## src/rtl/vx_ifetch_unit.sv

```systemverilog
// ---------------------------------------------------------------------------
// vx_ifetch_unit
// Instruction fetch unit. The warp scheduler sends one fetch request per warp.
// The request goes on to the instruction cache tagged with the warp id, and
// the unit keeps that warp's pc and thread mask in a small table. Cache
// responses may come back in any order. Each response is matched to its warp
// through the tag and passed on to decode together with the saved metadata.
// A warp can have at most one fetch in flight. A request for a warp that is
// already pending is stalled and is not forwarded to the cache.
//
// Configuration macro: IFETCH_RSP_BUFFER_EN
//   undefined : combinational response path (0-cycle latency)
//   defined   : 2-entry registered response FIFO (1-cycle latency)
//
// Ports
//   clk, reset              clock (rising edge), async active-low reset
//   ifetch_req_*            fetch request from the warp scheduler
//   icache_req_*            word-address request to the instruction cache
//   icache_rsp_*            cache response, tagged with the warp id
//   ifetch_rsp_*            fetch response to decode
//   pending_mask            warps that have a fetch outstanding
//   busy                    some fetch is outstanding or a response is buffered
// ---------------------------------------------------------------------------
module vx_ifetch_unit #(
    parameter int CORE_ID     = 0,
    parameter int NUM_WARPS   = 4,
    parameter int NUM_THREADS = 4,
    localparam int NWB        = (NUM_WARPS > 1) ? $clog2(NUM_WARPS) : 1
) (
    input  logic                   clk,
    input  logic                   reset,

    input  logic                   ifetch_req_valid,
    output logic                   ifetch_req_ready,
    input  logic [NWB-1:0]         ifetch_req_wid,
    input  logic [NUM_THREADS-1:0] ifetch_req_tmask,
    input  logic [31:0]            ifetch_req_pc,

    output logic                   icache_req_valid,
    input  logic                   icache_req_ready,
    output logic [29:0]            icache_req_addr,
    output logic [NWB-1:0]         icache_req_tag,

    input  logic                   icache_rsp_valid,
    output logic                   icache_rsp_ready,
    input  logic [31:0]            icache_rsp_data,
    input  logic [NWB-1:0]         icache_rsp_tag,

    output logic                   ifetch_rsp_valid,
    input  logic                   ifetch_rsp_ready,
    output logic [NWB-1:0]         ifetch_rsp_wid,
    output logic [NUM_THREADS-1:0] ifetch_rsp_tmask,
    output logic [31:0]            ifetch_rsp_pc,
    output logic [31:0]            ifetch_rsp_instr,

    output logic [NUM_WARPS-1:0]   pending_mask,
    output logic                   busy
);

    // CORE_ID is informational only.
    logic [31:0] unused_core_id;
    assign unused_core_id = 32'(CORE_ID);

    logic [NUM_WARPS-1:0]   pending_q, pending_d;
    logic [31:0]            pc_tbl_q    [NUM_WARPS];
    logic [NUM_THREADS-1:0] tmask_tbl_q [NUM_WARPS];

    logic req_pend, rsp_pend;
    logic req_fire, rsp_hit;

    assign req_pend = pending_q[ifetch_req_wid];
    assign rsp_pend = pending_q[icache_rsp_tag];

    // pending_q is already clear during reset. The extra reset gate keeps the
    // cache request quiet while reset is held, even if the scheduler is still
    // driving valid.
    assign icache_req_valid = reset & ifetch_req_valid & ~req_pend;
    assign ifetch_req_ready = reset & icache_req_ready & ~req_pend;
    assign icache_req_addr  = ifetch_req_pc[31:2];
    assign icache_req_tag   = ifetch_req_wid;

    assign req_fire = ifetch_req_valid & ifetch_req_ready;
    // A response for a warp that is not pending is still accepted. It is
    // dropped here because rsp_hit stays low for it.
    assign rsp_hit  = icache_rsp_valid & icache_rsp_ready & rsp_pend;

    // A warp cannot fire and retire in the same cycle: firing needs its
    // pending bit clear, and retiring needs it set. So the set and the clear
    // always hit different bits.
    always_comb begin
        pending_d = pending_q;
        if (rsp_hit)  pending_d[icache_rsp_tag] = 1'b0;
        if (req_fire) pending_d[ifetch_req_wid] = 1'b1;
    end

    // NOTE: sequential state uses non-blocking assignments only. Blocking
    // assignments here would create read-after-write races between flops.
    always_ff @(posedge clk or negedge reset) begin
        if (!reset) pending_q <= '0;
        else        pending_q <= pending_d;
    end

    // NOTE: the metadata table has no reset. Each entry is written before it
    // can be read, because a read needs the pending bit that the same fire sets.
    always_ff @(posedge clk) begin
        if (req_fire) begin
            pc_tbl_q[ifetch_req_wid]    <= ifetch_req_pc;
            tmask_tbl_q[ifetch_req_wid] <= ifetch_req_tmask;
        end
    end

    assign pending_mask = pending_q;

`ifdef IFETCH_RSP_BUFFER_EN
    typedef struct packed {
        logic [NWB-1:0]         wid;
        logic [NUM_THREADS-1:0] tmask;
        logic [31:0]            pc;
        logic [31:0]            instr;
    } rsp_entry_t;

    rsp_entry_t fifo_q [2];
    logic       wr_ptr_q, wr_ptr_d;
    logic       rd_ptr_q, rd_ptr_d;
    logic [1:0] count_q, count_d;
    logic       pop;

    assign icache_rsp_ready = (count_q != 2'd2);
    assign ifetch_rsp_valid = (count_q != 2'd0);
    assign pop              = ifetch_rsp_valid & ifetch_rsp_ready;

    // Full throughput: a push and a pop in the same cycle leave count unchanged.
    always_comb begin
        wr_ptr_d = wr_ptr_q ^ rsp_hit;
        rd_ptr_d = rd_ptr_q ^ pop;
        count_d  = count_q + {1'b0, rsp_hit} - {1'b0, pop};
    end

    always_ff @(posedge clk or negedge reset) begin
        if (!reset) begin
            wr_ptr_q <= 1'b0;
            rd_ptr_q <= 1'b0;
            count_q  <= 2'd0;
        end else begin
            wr_ptr_q <= wr_ptr_d;
            rd_ptr_q <= rd_ptr_d;
            count_q  <= count_d;
        end
    end

    always_ff @(posedge clk) begin
        if (rsp_hit) begin
            fifo_q[wr_ptr_q] <= '{wid:   icache_rsp_tag,
                                  tmask: tmask_tbl_q[icache_rsp_tag],
                                  pc:    pc_tbl_q[icache_rsp_tag],
                                  instr: icache_rsp_data};
        end
    end

    assign ifetch_rsp_wid   = fifo_q[rd_ptr_q].wid;
    assign ifetch_rsp_tmask = fifo_q[rd_ptr_q].tmask;
    assign ifetch_rsp_pc    = fifo_q[rd_ptr_q].pc;
    assign ifetch_rsp_instr = fifo_q[rd_ptr_q].instr;

    assign busy = (|pending_q) | (count_q != 2'd0);
`else
    // Pass-through path. Stray responses are always accepted. Real responses
    // are accepted only when decode can take them, so payload stability under
    // backpressure comes from the cache holding its response.
    assign ifetch_rsp_valid = icache_rsp_valid & rsp_pend;
    assign icache_rsp_ready = ifetch_rsp_ready | ~rsp_pend;
    assign ifetch_rsp_wid   = icache_rsp_tag;
    assign ifetch_rsp_tmask = tmask_tbl_q[icache_rsp_tag];
    assign ifetch_rsp_pc    = pc_tbl_q[icache_rsp_tag];
    assign ifetch_rsp_instr = icache_rsp_data;

    assign busy = |pending_q;
`endif

endmodule

```

## config.mk

```make
export PLATFORM = sky130hd
export DESIGN_NAME = vx_ifetch_unit
export DESIGN_NICKNAME = d
export VERILOG_FILES = /design/src/rtl/vx_ifetch_unit.sv
export SDC_FILE = /design/constraint.sdc
export NUM_CORES = 1
export LEC_CHECK = 0
export ABC_CLOCK_PERIOD_IN_PS = 2450
export CAP_MARGIN = 20
export CORE_ASPECT_RATIO = 1.25
export CORE_MARGIN = 2
export CORE_UTILIZATION = 42
export DETAILED_ROUTE_END_ITERATION = 12
export HOLD_SLACK_MARGIN = 0.15
export PLACE_DENSITY_LB_ADDON = 0.08
export SETUP_SLACK_MARGIN = 0.2
export SLEW_MARGIN = 20
export SYNTH_ARGS = -nofsm -noshare
export SYNTH_HDL_FRONTEND = slang
export SYNTH_SLANG_ARGS = --single-unit
```

## constraint.sdc

```tcl
create_clock -name clk -period 2.45 [get_ports clk]
set_input_delay 0.3675 -clock clk [delete_from_list [all_inputs] [get_ports clk]]
set_output_delay 0.3675 -clock clk [all_outputs]
set_load 0.05 [all_outputs]
```

# After elaboration in Yosys (flattened, before gate mapping)
# Memories as Yosys holds them, arrays and structs flattened.
# Index checks and enable logic that the tools add are counted.
word_totals:
  ff_bits: 4
  ramBits: 144
  in_bits: 78
  out_inout_bits: 111
  wordCells: 36
  memories: 2
memory_table:
  columns: ["memory", "words", "width", "rd", "rd_clocked_by_memory_dff", "wr", "line", "rtl"]
  rows:
  - ["pc_tbl_q", 4, 32, 1, 0, 1, "65", "logic [31:0] pc_tbl_q [NUM_WARPS];"]
  - ["tmask_tbl_q", 4, 4, 1, 0, 1, "66", "logic [NUM_THREADS-1:0] tmask_tbl_q [NUM_WARPS];"]
classes:
  magnitude_cmp: 4
  muxes: 12
  n_bitwise: 14
  n_reduce_logical: 3
op_table:
  columns: ["cell", "count"]
  rows:
  - ["1-bit AND", 8]
  - ["4-bit two-way mux", 2]
  - ["2-bit by 3-bit less-than comparator with 1-bit output, second input constant", 2]
  - ["1-bit two-way mux", 6]
  - ["4-bit AND", 1]
  - ["1-bit binary-select mux with 2-bit select", 2]
  - ["1-bit demux with 2-bit select", 2]
  - ["2-bit by 1-bit >= comparator with 1-bit output, second input constant", 2]
  - ["4-bit NOT", 1]
  - ["4-bit OR", 1]
  - ["4-bit OR reduction", 1]
  - ["1-bit logical AND", 2]
  - ["1-bit NOT", 2]
  - ["1-bit OR", 1]

# Longest topological paths before layout
logic_depth:
  ltp_word: 9
  ltp_mapped: 4
  depth_no_buf: 2

# Worst setup path before layout
# OpenSTA, ideal clock, no wires.
synth_path:
  path_type: "register -> register"
  from: "register pending_q[2] (netlist: pending_mask[2])"
  to: "memory pc_tbl_q[2][0], enable pin"
  setup_ns: 0.429
  t_arrival_ns: 2.482
  t_required_ns: 2.021
  path_slack_ns: -0.461
  path_stages_with_launch: 3
  path_buffers: 0
  period_less_slack_ns: 2.911
  cell_sequence: "dfrtp_1 -> or2_2 -> nor2_1"
synth_between:
  elab_chain_cells: 7
synth_rtl:
  columns: ["item", "line", "rtl"]
  rows:
  - ["start, declared", "64", "logic [NUM_WARPS-1:0] pending_q, pending_d;"]
  - ["start signal, assigned", "100", "else pending_q <= pending_d;"]
  - ["1-bit binary-select mux with 2-bit select", "71", "assign req_pend = pending_q[ifetch_req_wid];"]
  - ["1-bit two-way mux (not written as such)", "71", null]
  - ["1-bit NOT", "78", "assign ifetch_req_ready = reset & icache_req_ready & ~req_pend;"]
  - ["1-bit AND", "78", null]
  - ["1-bit AND", "82", "assign req_fire = ifetch_req_valid & ifetch_req_ready;"]
  - ["1-bit two-way mux", "106", "if (req_fire) begin"]
  - ["1-bit two-way mux (not written as such)", "107", "pc_tbl_q[ifetch_req_wid] <= ifetch_req_pc;"]
  - ["end, declared", "65", null]
# No other way between the ends. The select of a mux whose other input is x is not followed.

# Final worst setup path
layout_path:
  from: "input ifetch_req_wid[0]"
  to: "output icache_req_valid"
layout_between:
  elab_chain_cells: 4
layout_rtl:
  columns: ["item", "line", "rtl"]
  rows:
  - ["start, declared", "35", "input logic [NWB-1:0] ifetch_req_wid,"]
  - ["1-bit binary-select mux with 2-bit select", "71", null]
  - ["1-bit two-way mux (not written as such)", "71", null]
  - ["1-bit NOT", "77", "assign icache_req_valid = reset & ifetch_req_valid & ~req_pend;"]
  - ["1-bit AND", "77", null]
  - ["end, declared", "39", "output logic icache_req_valid,"]
# No other way between the ends. The select of a mux whose other input is x is not followed.

==> metrics.md <==
| Metric | Value |
|---|---|
| FFs w/ async S/R, synth | `0.0270` |
| # nets final | `448` |
| Mean area per synthesized cell | `20.9 um2` |
| Number of antenna violations at the first check in global routing | `0` |
| Capturing element type of the critical path | `primary output` |
| Clock tree from TritonCTS | `yes` |
| Req. time, crit path | `2080 ps` |
| Maximum ir drop on the vdd rail | `510 uV` |
| Reg2Reg Launch Point | `pending_mask[2]$_DFF_PN0_` |
| Type of the worst setup path | `in2out` |
| Number of distinct standard cells referenced by the synthesized netlist | `19` |
| Share of cells above drive strength 1 | `0.406` |
| Global-route wire length before repair | `17300 um` |
| Net Count, Synth | `366` |
| Yosys Warn Count | `0` |
| Buffer cell driving the clock tree root | `sky130_fd_sc_hd__clkbuf_16` |
| Pre-CTS setup slack | `254 ps` |
| Skew final | `11.2 ps` |
| Number of design rule violations left after detail routing | `0` |
| Total routing resource utilization after global routing | `0.154` |
| Vias per cell | `5.16` |
| Largest fanout on the critical path | `2` |
| PnR worst setup slack | `270 ps` |
| Power consumption | `0.00625 W` |
| Top Ports | `189` |
| Die outline height | `138 um` |
| Hold Crit Class | `in2async` |
| Number of antenna repair diodes | `0` |
| Clock network latency to the later pin of the worst-skew pair | `410 ps` |
| Final TNS setup | `0 ps` |
| Final setup violation count | `0` |
| Count of H-tree levels built during CTS | `4` |
| Setup slack of the worst register-to-register path | `990 ps` |
| Ratio of final minimum period to clock period | `0.890` |
| Detailed placer's ending HPWL | `7250 um` |
| CTS Buf Count | `17` |
| Pleak | `2.58 nW` |
| Num rows | `48` |
| Vias in the first global route | `3054` |
| First-iteration detailed-routing DRC count | `193` |
| Time the final worst path needs with I/O delays and setup | `2180 ps` |
| Commonest register cell after synthesis | `sky130_fd_sc_hd__edfxtp_1` |
| Synthesized area | `6020 um2` |
| Wirelength, routed | `11500 um` |
| Worst Hold Margin | `369 ps` |
| Total congestion overflow | `0` |
| Number of hold violations in the final report | `0` |
| Power per cell area | `820 nW/um2` |
| Floorplan core area | `13900 um2` |
| RSZ-0062 raised after global routing | `false` |
| Ranking of synthesized cells by area | `sky130_fd_sc_hd__edfxtp_1, sky130_fd_sc_hd__mux4_2, sky130_fd_sc_hd__buf_4` |
| Number of setup buffers added after CTS | `0` |
| Synth Instances | `288` |
| Cell count of the worst reg-to-reg path | `3` |
| Wire length per cell | `20.7 um` |
| Starting density of the core | `0.432` |
| Leading cell types in the layout, fill and taps excluded | `sky130_fd_sc_hd__edfxtp_1, sky130_fd_sc_hd__buf_4, sky130_fd_sc_hd__clkdlybuf4s50_1` |
| Number of flip-flops and latches in the synthesized netlist | `148` |
| Area of placed instances | `7030 um2` |
| Clk buf depth | `2` |
| Max-slew violation count | `0` |
| Nature of the critical path startpoint | `input port` |
| Count of hold-fix buffers inserted at cts | `0` |
| Number of sinks on the clock net | `148` |
| Pre-antenna DRT Iters | `4` |
| Top cell type by total area after synthesis | `sky130_fd_sc_hd__edfxtp_1` |
| Number of maximum-capacitance constraint violations | `0` |
| Largest net degree at the start of global routing | `37` |
| Highest clock frequency the design can meet | `459 MHz` |
| CP arrival | `1810 ps` |
| Area share of the largest cell type after synthesis | `0.719` |
| Post-route cell area | `7620 um2` |
| Weighted congestion at the end of routability-driven global placement | `0.726` |
| DIE WIDTH | `111 um` |
| Sequential element share of the synthesized area | `0.735` |
| Relative area change from synthesis to final layout | `26.7%` |
| Worst slew margin | `0.655` |
| Die area | `15300 um2` |
| Number of synthesized flops with an enable pin | `144` |
| Number of nets with antenna violations after detailed routing | `0` |
| Clock transition time at the flip-flop clock pins of the worst setup and hold paths | `60 ps` |
| Via Count | `2874` |
| Capture instance of the worst register-to-register path | `pc_tbl_q[2][2]$_DFFE_PP_` |
| Most common cell after layout, fill and taps aside | `sky130_fd_sc_hd__edfxtp_1` |
| Run status | `completed` |
| Actual transition at the worst max-transition pin | `516 ps` |
| IO Port Bufs | `124` |
## critical path, cell delays in order
cell	delay [ps]
sky130_fd_sc_hd__clkdlybuf4s50_1	510
sky130_fd_sc_hd__mux4_2	520
sky130_fd_sc_hd__nor2_1	240
sky130_fd_sc_hd__buf_12	170
## registers in the layout, indices dropped and copies added, names as in the netlist
signal        count
pc_tbl_q        128
pending_mask      4
tmask_tbl_q      16
## synthesized netlist by cell type (2+ instances only)
cell	n
sky130_fd_sc_hd__nand2b_1	3
sky130_fd_sc_hd__nand4_1	2
sky130_fd_sc_hd__buf_6	5
sky130_fd_sc_hd__buf_4	66
sky130_fd_sc_hd__nor2_1	6
sky130_fd_sc_hd__o2bb2ai_1	3
sky130_fd_sc_hd__buf_2	4
sky130_fd_sc_hd__nand4b_1	3
sky130_fd_sc_hd__dfrtp_1	4
sky130_fd_sc_hd__nand2_1	2
sky130_fd_sc_hd__edfxtp_1	144
sky130_fd_sc_hd__or2_2	2
sky130_fd_sc_hd__mux4_2	38
## metrics by stage
step,util,instances
3_5_place_dp,0.505,526
5_1_grt,0.547,557
6_report,0.547,557
4_1_cts,0.547,557
2_1_floorplan,-,288
3_3_place_gp,0.505,526
## repair_timing
item | CTS | global route
endpoints found under the hold margin | 0 | 0
endpoints found under the setup margin | 1 | 0
resized for setup | 1 | 0
## area by class of cell
class / count / area (um2)
Multi-Input combinational cell: 63 / 1040
Inverter: 1 / 3.75
Timing Repair Buffer: 139 / 1340
Tap cell: 175 / 219
Sequential cell: 148 / 4420
Clock inverter: 13 / 160
Clock buffer: 18 / 429
Fill cell: 1096 / 6310
## metal layers
metal | wire length (um) | track usage | share of wire
met1 | 4680 | 0.185 | 0.41
met2 | 5940 | 0.259 | 0.52
met3 | 607 | 0.0502 | 0.053
met4 | 293 | 0.0658 | 0.025
met5 | 0 | 0 | 0
## report_power, final
part	total, W	internal, W	switching, W
logic	0.000830	0.000313	0.000518
registers	0.00285	0.00282	0.0000277
clock network	0.00256	0.00159	0.000971
total	0.00625	0.00473	0.00152
## worst max path at each step
stage                                    from                        to  slack [ps]
floorplan           pending_mask[1]$_DFF_PN0_  pc_tbl_q[1][0]$_DFFE_PP_         270
global placement            ifetch_req_wid[0]          icache_req_valid         240
detailed placement          ifetch_req_wid[0]          icache_req_valid         250
CTS                         ifetch_req_wid[0]          icache_req_valid         250
global route                ifetch_req_wid[0]          icache_req_valid         210
finish                      ifetch_req_wid[0]          icache_req_valid         270
## cell families after synthesis
group | Yosys count | share of synthesized area
flops | 148 | 0.735
simple gates | 21 | 0.0206
compound gates | 4 | 0.00541
mux | 38 | 0.142
buf+inv | 77 | 0.0963
(Power assumes the default switching activity.)
